===== src/rtl/link_game_ctrl_if.sv =====
// Handshake bundle between the gameplay sequencer and the character/map datapaths.
// The master side is the sequencer; the slave side is the datapath and input logic.
interface link_game_ctrl_if;
  logic       key_attack;
  logic       key_up;
  logic       key_down;
  logic       key_left;
  logic       key_right;
  logic       frame_tick;
  logic       map_done;
  logic       char_done;
  logic [1:0] collision;
  logic       init;
  logic       idle;
  logic       reg_action;
  logic       apply_action;
  logic       draw_map;
  logic       draw_char;
  logic [2:0] user_input;

  modport master (
    input  key_attack, key_up, key_down, key_left, key_right,
    input  frame_tick, map_done, char_done, collision,
    output init, idle, reg_action, apply_action, draw_map, draw_char, user_input
  );

  modport slave (
    output key_attack, key_up, key_down, key_left, key_right,
    output frame_tick, map_done, char_done, collision,
    input  init, idle, reg_action, apply_action, draw_map, draw_char, user_input
  );
endinterface


===== src/rtl/link_game_ctrl.sv =====
// Gameplay sequencer for the player character: phase strobes, key encoding,
// collision gating and frame-paced movement.
module link_game_ctrl #(
  parameter int unsigned FRAMES_PER_MOVE = 2,
  parameter int unsigned CHECK_CYCLES    = 2
) (
  input logic              clock,
  input logic              reset,
  link_game_ctrl_if.master bus
);

  typedef enum logic [2:0] {
    StInit,
    StDrawMap,
    StDrawChar,
    StIdle,
    StReg,
    StCheck,
    StApply
  } state_e;

  localparam logic [3:0] FpmLast   = 4'(FRAMES_PER_MOVE - 1);
  localparam logic [2:0] CheckLast = 3'(CHECK_CYCLES - 1);

  localparam logic [2:0] ActNone   = 3'd0;
  localparam logic [2:0] ActAttack = 3'd1;
  localparam logic [2:0] ActUp     = 3'd2;
  localparam logic [2:0] ActDown   = 3'd3;
  localparam logic [2:0] ActLeft   = 3'd4;
  localparam logic [2:0] ActRight  = 3'd5;

  state_e     state_q, state_d;
  logic [3:0] tick_cnt_q, tick_cnt_d;
  logic [2:0] check_cnt_q, check_cnt_d;
  logic [2:0] user_input_q, user_input_d;
  logic       pending_q, pending_d;
  logic       char_armed_q;
  logic       init_q, idle_q, reg_action_q, apply_action_q, draw_map_q, draw_char_q;
  logic       tick;

  always_comb begin
    state_d      = state_q;
    tick_cnt_d   = tick_cnt_q;
    check_cnt_d  = check_cnt_q;
    user_input_d = user_input_q;
    pending_d    = pending_q;
    tick         = bus.frame_tick | pending_q;

    // Ticks that land while busy are remembered (collapsed to one) for the next idle phase.
    if (state_q != StIdle && bus.frame_tick) begin
      pending_d = 1'b1;
    end

    unique case (state_q)
      StInit: begin
        // The reset cycle leaves init low; the following cycle raises it once.
        if (init_q) state_d = StDrawMap;
      end
      StDrawMap: begin
        if (bus.map_done) state_d = StDrawChar;
      end
      StDrawChar: begin
        if (char_armed_q && bus.char_done) state_d = StIdle;
      end
      StIdle: begin
        pending_d = 1'b0;
        if (tick) begin
          if (tick_cnt_q == FpmLast) begin
            tick_cnt_d = '0;
            state_d    = StReg;
          end else begin
            tick_cnt_d = tick_cnt_q + 4'd1;
          end
        end
      end
      StReg: begin
        if (bus.key_attack)     user_input_d = ActAttack;
        else if (bus.key_up)    user_input_d = ActUp;
        else if (bus.key_down)  user_input_d = ActDown;
        else if (bus.key_left)  user_input_d = ActLeft;
        else if (bus.key_right) user_input_d = ActRight;
        else                    user_input_d = ActNone;
        check_cnt_d = '0;
        state_d     = StCheck;
      end
      StCheck: begin
        if (check_cnt_q == CheckLast) begin
          check_cnt_d = '0;
          if (bus.collision != 2'b00 && user_input_q >= ActUp && user_input_q <= ActRight) begin
            user_input_d = ActNone;
          end
          state_d = StApply;
        end else begin
          check_cnt_d = check_cnt_q + 3'd1;
        end
      end
      StApply: begin
        state_d = StDrawMap;
      end
      default: begin
        state_d = StInit;
      end
    endcase
  end

  always_ff @(posedge clock) begin
    if (reset) begin
      state_q        <= StInit;
      tick_cnt_q     <= '0;
      check_cnt_q    <= '0;
      user_input_q   <= ActNone;
      pending_q      <= 1'b0;
      char_armed_q   <= 1'b0;
      init_q         <= 1'b0;
      idle_q         <= 1'b0;
      reg_action_q   <= 1'b0;
      apply_action_q <= 1'b0;
      draw_map_q     <= 1'b0;
      draw_char_q    <= 1'b0;
    end else begin
      state_q        <= state_d;
      tick_cnt_q     <= tick_cnt_d;
      check_cnt_q    <= check_cnt_d;
      user_input_q   <= user_input_d;
      pending_q      <= pending_d;
      // Low on the first draw_char cycle so a stale done pulse is not taken.
      char_armed_q   <= (state_q == StDrawChar);
      init_q         <= (state_d == StInit);
      idle_q         <= (state_d == StIdle);
      reg_action_q   <= (state_d == StReg);
      apply_action_q <= (state_d == StApply);
      draw_map_q     <= (state_d == StDrawMap);
      draw_char_q    <= (state_d == StDrawChar);
    end
  end

  assign bus.init         = init_q;
  assign bus.idle         = idle_q;
  assign bus.reg_action   = reg_action_q;
  assign bus.apply_action = apply_action_q;
  assign bus.draw_map     = draw_map_q;
  assign bus.draw_char    = draw_char_q;
  assign bus.user_input   = user_input_q;

endmodule


===== src/flat_wrapper.sv =====
// flat-port wrapper written by rule: the top's interface ports become plain ports
module link_game_ctrl_flat 
#(
  parameter int unsigned FRAMES_PER_MOVE = 2,
  parameter int unsigned CHECK_CYCLES    = 2
)
  (clock, reset, bus_key_attack, bus_key_up, bus_key_down, bus_key_left, bus_key_right, bus_frame_tick, bus_map_done, bus_char_done, bus_collision, bus_init, bus_idle, bus_reg_action, bus_apply_action, bus_draw_map, bus_draw_char, bus_user_input);
  link_game_ctrl_if bus_i ();
  input logic clock;
  input logic reset;
  input wire logic [$bits(bus_i.key_attack)-1:0] bus_key_attack;
  input wire logic [$bits(bus_i.key_up)-1:0] bus_key_up;
  input wire logic [$bits(bus_i.key_down)-1:0] bus_key_down;
  input wire logic [$bits(bus_i.key_left)-1:0] bus_key_left;
  input wire logic [$bits(bus_i.key_right)-1:0] bus_key_right;
  input wire logic [$bits(bus_i.frame_tick)-1:0] bus_frame_tick;
  input wire logic [$bits(bus_i.map_done)-1:0] bus_map_done;
  input wire logic [$bits(bus_i.char_done)-1:0] bus_char_done;
  input wire logic [$bits(bus_i.collision)-1:0] bus_collision;
  output wire logic [$bits(bus_i.init)-1:0] bus_init;
  output wire logic [$bits(bus_i.idle)-1:0] bus_idle;
  output wire logic [$bits(bus_i.reg_action)-1:0] bus_reg_action;
  output wire logic [$bits(bus_i.apply_action)-1:0] bus_apply_action;
  output wire logic [$bits(bus_i.draw_map)-1:0] bus_draw_map;
  output wire logic [$bits(bus_i.draw_char)-1:0] bus_draw_char;
  output wire logic [$bits(bus_i.user_input)-1:0] bus_user_input;
  assign bus_i.key_attack = bus_key_attack;
  assign bus_i.key_up = bus_key_up;
  assign bus_i.key_down = bus_key_down;
  assign bus_i.key_left = bus_key_left;
  assign bus_i.key_right = bus_key_right;
  assign bus_i.frame_tick = bus_frame_tick;
  assign bus_i.map_done = bus_map_done;
  assign bus_i.char_done = bus_char_done;
  assign bus_i.collision = bus_collision;
  assign bus_init = bus_i.init;
  assign bus_idle = bus_i.idle;
  assign bus_reg_action = bus_i.reg_action;
  assign bus_apply_action = bus_i.apply_action;
  assign bus_draw_map = bus_i.draw_map;
  assign bus_draw_char = bus_i.draw_char;
  assign bus_user_input = bus_i.user_input;
  link_game_ctrl #(.FRAMES_PER_MOVE(FRAMES_PER_MOVE), .CHECK_CYCLES(CHECK_CYCLES)) u_core (.clock(clock), .reset(reset), .bus(bus_i));
endmodule

===== config.mk =====
export PLATFORM = sky130hd
export DESIGN_NAME = link_game_ctrl_flat
export DESIGN_NICKNAME = d
export VERILOG_FILES = /design/src/rtl/link_game_ctrl_if.sv /design/src/rtl/link_game_ctrl.sv /design/src/flat_wrapper.sv
export SDC_FILE = /design/constraint.sdc
export NUM_CORES = 1
export LEC_CHECK = 0
export ABC_AREA = 1
export BUFFER_PORTS_ARGS = -buffer_cell sky130_fd_sc_hd__buf_2
export CORE_MARGIN = 1.5
export CORE_UTILIZATION = 60
export CTS_BUF_LIST = sky130_fd_sc_hd__clkbuf_2 sky130_fd_sc_hd__clkbuf_4 sky130_fd_sc_hd__clkbuf_8
export DETAILED_ROUTE_END_ITERATION = 8
export PLACE_DENSITY_LB_ADDON = 0.2
export SKIP_CTS_REPAIR_TIMING = 1
export SLEW_MARGIN = 20
export SYNTH_ARGS = -nofsm -noshare
export SYNTH_HDL_FRONTEND = slang
export SYNTH_SLANG_ARGS = --single-unit

===== constraint.sdc =====
create_clock -name clock -period 2.9 [get_ports clock]
set_input_delay 0.435 -clock clock [delete_from_list [all_inputs] [get_ports clock]]
set_output_delay 0.435 -clock clock [all_outputs]
set_load 0.01 [all_outputs]

==> parameters.txt <==
Parameter                              Value

Status
  Outcome ... finished clean

Timing
  Accumulated negative setup slack ... 0 ps
  Period Utilization, post-route ... 44.7%
  Worst hold slack after final layout ... 453 ps
  Setup-failing EPs final ... 0
  Number of failing hold endpoints at the final stage ... 0
  Unrepaired setup endpoints after global routing ... no
  Highest attainable clock frequency ... 771 MHz
  Final setup margin ... 1600 ps
  Clock period minus worst slack ... 1300 ps
  Worst clock skew ... 3.81 ps
  Worst relative slew slack ... 79.3%
  Tightest Pin Transition ... 310 ps
  Final-report max-slew violation count ... 0

Power and ir drop
  Power density cells ... 510 mW/mm^2
  Relative contribution of the clock network to total power ... 25.7%
  Worst vdd rail ir drop ... 0.000454 V
  Switching share of total power ... 30.4%
  Sequential cell fraction of total power ... 54.9%
  P_leak ... 0.562 nW
  Fraction of power consumed by combinational cells ... 19.5%
  Internal power ... 0.000416 W
  Switching Power ... 0.000182 W

Final layout
  Commonest non-fill, non-tap cells in the layout ... 32 x sky130_fd_sc_hd__nand2_1, 24 x sky130_fd_sc_hd__nor2_1, 21 x sky130_fd_sc_hd__dfxtp_1
  Layout Nets ... 187
  Leading cell type in the layout, fill and taps excluded ... sky130_fd_sc_hd__nand2_1
  Diode insertion count for antenna repair ... 0
  Area Overhead vs Synth ... 14.3%
  Layout fillers ... 132
  Fraction of final layout cells with drive strength greater than 1 ... 22.4%

Die
  Standard cell core area ... 0.00156 mm^2
  Floorplan die width ... 44.4 um
  Full die area ... 0.00197 mm^2
  Num ports ... 21
  Starting utilization of the core area ... 65.8%
  Placement row count ... 14
  Die Ht ... 44.4 um

Critical path
  WP data required ... 3160 ps
  Critical path type ... flop to flop
  Number of cells on the worst reg-to-reg path ... 8
  Startpoint types ... flop
  Reg-to-reg setup timing slack ... 1600 ps
  Critical path endpoint category ... flop
  Endpoint of the lowest-slack register-to-register path ... u_core.bus.user_input[1]
  Worst-path maximum fanout ... 5
  Startpoint of the most critical register-to-register path ... u_core.state_q[2]
  Data arrival at the endpoint of the critical path ... 1560 ps

Synth
  Ys Warns ... 0
  Most instantiated flip-flop cell in the synthesis netlist ... sky130_fd_sc_hd__dfxtp_1
  Share of flip-flops with an asynchronous set or reset ... 0%
  Post-synthesis register bit count ... 21
  Post-synthesis cell count ... 151
  Sequential-to-total area share from yosys stat ... 41.0%
  Total nets after synthesis ... 163
  Library cells used by synthesis ... 22
  Average footprint of a synthesized cell ... 6.79 um^2
  EDFF count, synth ... 0
  Post-Syn Area ... 0.00103 mm^2

Placed design
  Count of port buffers added during placement ... 20
  Final HPWL from detailed placement ... 1.58 mm
  Placer's final routability congestion estimate ... 0.837
  Setup slack after placement ... 1570 ps

Hold path
  Hold wc startpoint ... bus_key_attack
  Hold Crit Endpoint ... u_core.bus.user_input[1]
  Hold path cells ... 4
  HP Class ... input pin to flop

Route
  Via density per instance ... 5.18
  Number of design rule violations left after detail routing ... 0
  Number of detailed-routing iterations run before antenna repair ... 6
  Vias post-DR ... 985
  Per-cell routed wire length ... 10.9 um
  Count of nets left with antenna violations after detail routing ... 0
  Drt total wl ... 2.08 mm
  DRC violation total after the first TritonRoute iteration ... 20

Clock network
  Number of clock sinks ... 21
  Buffer cell driving the clock tree root ... sky130_fd_sc_hd__clkbuf_4
  Clock H-tree levels ... 1
  Clock insertion delay at the later pin of the skew report ... 310 ps
  CTS tree ... built
  Bufs on Longest Clock Path ... 2
  Post-CTS clock slew at the launch and capture registers of the worst setup and hold paths ... 110 ps
  TritonCTS Buffers ... 3

Job
  Maxcap violations ... 0

GRT
  Global-route wire length before repair ... 3.66 mm
  Gr ovfl total ... 0
  Via count of the first global-routing pass ... 896
  Pin count of the biggest net entering global routing ... 15
  Global Route Usage Sum ... 25.8%
  Initial antenna violation count ... 0
[power groups by stage]
stage | Sequential, W | Combinational, W | Clock (W)
2_1_floorplan | 0.000337 | 0.0000748 | 0
3_3_place_gp | 0.000334 | 0.000112 | 0
3_5_place_dp | 0.000335 | 0.000116 | 0
4_1_cts | 0.000328 | 0.000116 | 0.000158
5_1_grt | 0.000331 | 0.000136 | 0.000169
6_report | 0.000328 | 0.000116 | 0.000154
[Yosys cell counts, types with 3 or more instances]
cell	instances	share of area [%]
sky130_fd_sc_hd__o21ai_0	3	1.5
sky130_fd_sc_hd__nor2_1	24	8.8
sky130_fd_sc_hd__a21oi_1	10	4.9
sky130_fd_sc_hd__inv_2	4	1.5
sky130_fd_sc_hd__inv_1	20	7.3
sky130_fd_sc_hd__nand3b_1	3	2.2
sky130_fd_sc_hd__nor2_4	3	3.3
sky130_fd_sc_hd__dfxtp_1	21	41
sky130_fd_sc_hd__nand3_1	13	6.3
sky130_fd_sc_hd__nor3_1	3	1.5
sky130_fd_sc_hd__nand2_1	32	12
[per-layer routing]
layer	vias up	track usage (%)	share of wire, %
li1	525	-	-
met1	427	31.0	45
met2	28	43.8	49
met3	5	4.90	4.5
met4	0	12.7	1.9
met5	-	0	0
[sequential cells by signal (all words and copies together) (netlist names)]
register,flops
u_core.tick_cnt_q,4
u_core.char_armed_q,1
u_core.bus.draw_char,1
u_core.bus.apply_action,1
u_core.check_cnt_q,3
u_core.pending_q,1
u_core.bus.init,1
u_core.bus.reg_action,1
u_core.bus.user_input,3
u_core.bus.idle,1
u_core.bus.draw_map,1
u_core.state_q,3
[final cells by class]
cell class / count / area [um^2] / area share (%)
sequential: 21 / 420 / 35.9
inverter: 24 / 90.1 / 7.68
clock buffer: 4 / 30.0 / 2.56
timing repair buffer: 20 / 100 / 8.54
tap: 16 / 20.0 / 1.71
multi-input combinational: 105 / 512 / 43.7
[logic make-up (layout without fill, tap and decap cells)]
logic type	count (synthesis)	after routing	synth area share (%)
and+or+nand+nor	87	87	40.0
buffers and inverters	25	48	9.15
AOI/OAI and AO/OA	18	18	9.88
DFF	21	21	41.0
[how the worst max path moves through the flow]
stage                                   startpoint                  endpoint  slack [ps]  cells after the start
after floorplan                  u_core.state_q[2]  u_core.bus.user_input[0]        1780                      7
after global placement              bus_frame_tick      u_core.bus.draw_char        1640                      7
after detailed placement            bus_frame_tick      u_core.bus.draw_char        1570                      7
after CTS                 u_core.bus.user_input[2]         bus_user_input[2]        1610                      1
after global routing             u_core.state_q[0]         u_core.state_q[1]        1500                      6
final                            u_core.state_q[2]  u_core.bus.user_input[1]        1600                      8
[through the flow]
stage / power [W] / cell area [um^2] / util [%] / instances
final: 0.000598 / 1170 / 75.2 / 190
after global routing: 0.000635 / 1170 / 75.2 / 190
after CTS: 0.000602 / 1170 / 75.2 / 190
after detailed placement: 0.000450 / 1140 / 73.3 / 186
after global placement: 0.000446 / 1140 / 73.3 / 186
after floorplan: 0.000412 / 1030 / - / 151
[critical path: stages (launching register included)]
cell	delay, ps
sky130_fd_sc_hd__dfxtp_1	450
sky130_fd_sc_hd__inv_2	90
sky130_fd_sc_hd__nor2_2	180
sky130_fd_sc_hd__inv_2	60
sky130_fd_sc_hd__a21oi_2	160
sky130_fd_sc_hd__nand2_2	90
sky130_fd_sc_hd__nand2_1	80
sky130_fd_sc_hd__nand2_1	60
sky130_fd_sc_hd__nor2_1	80
Note: power is estimated with default switching activity, not from simulation.
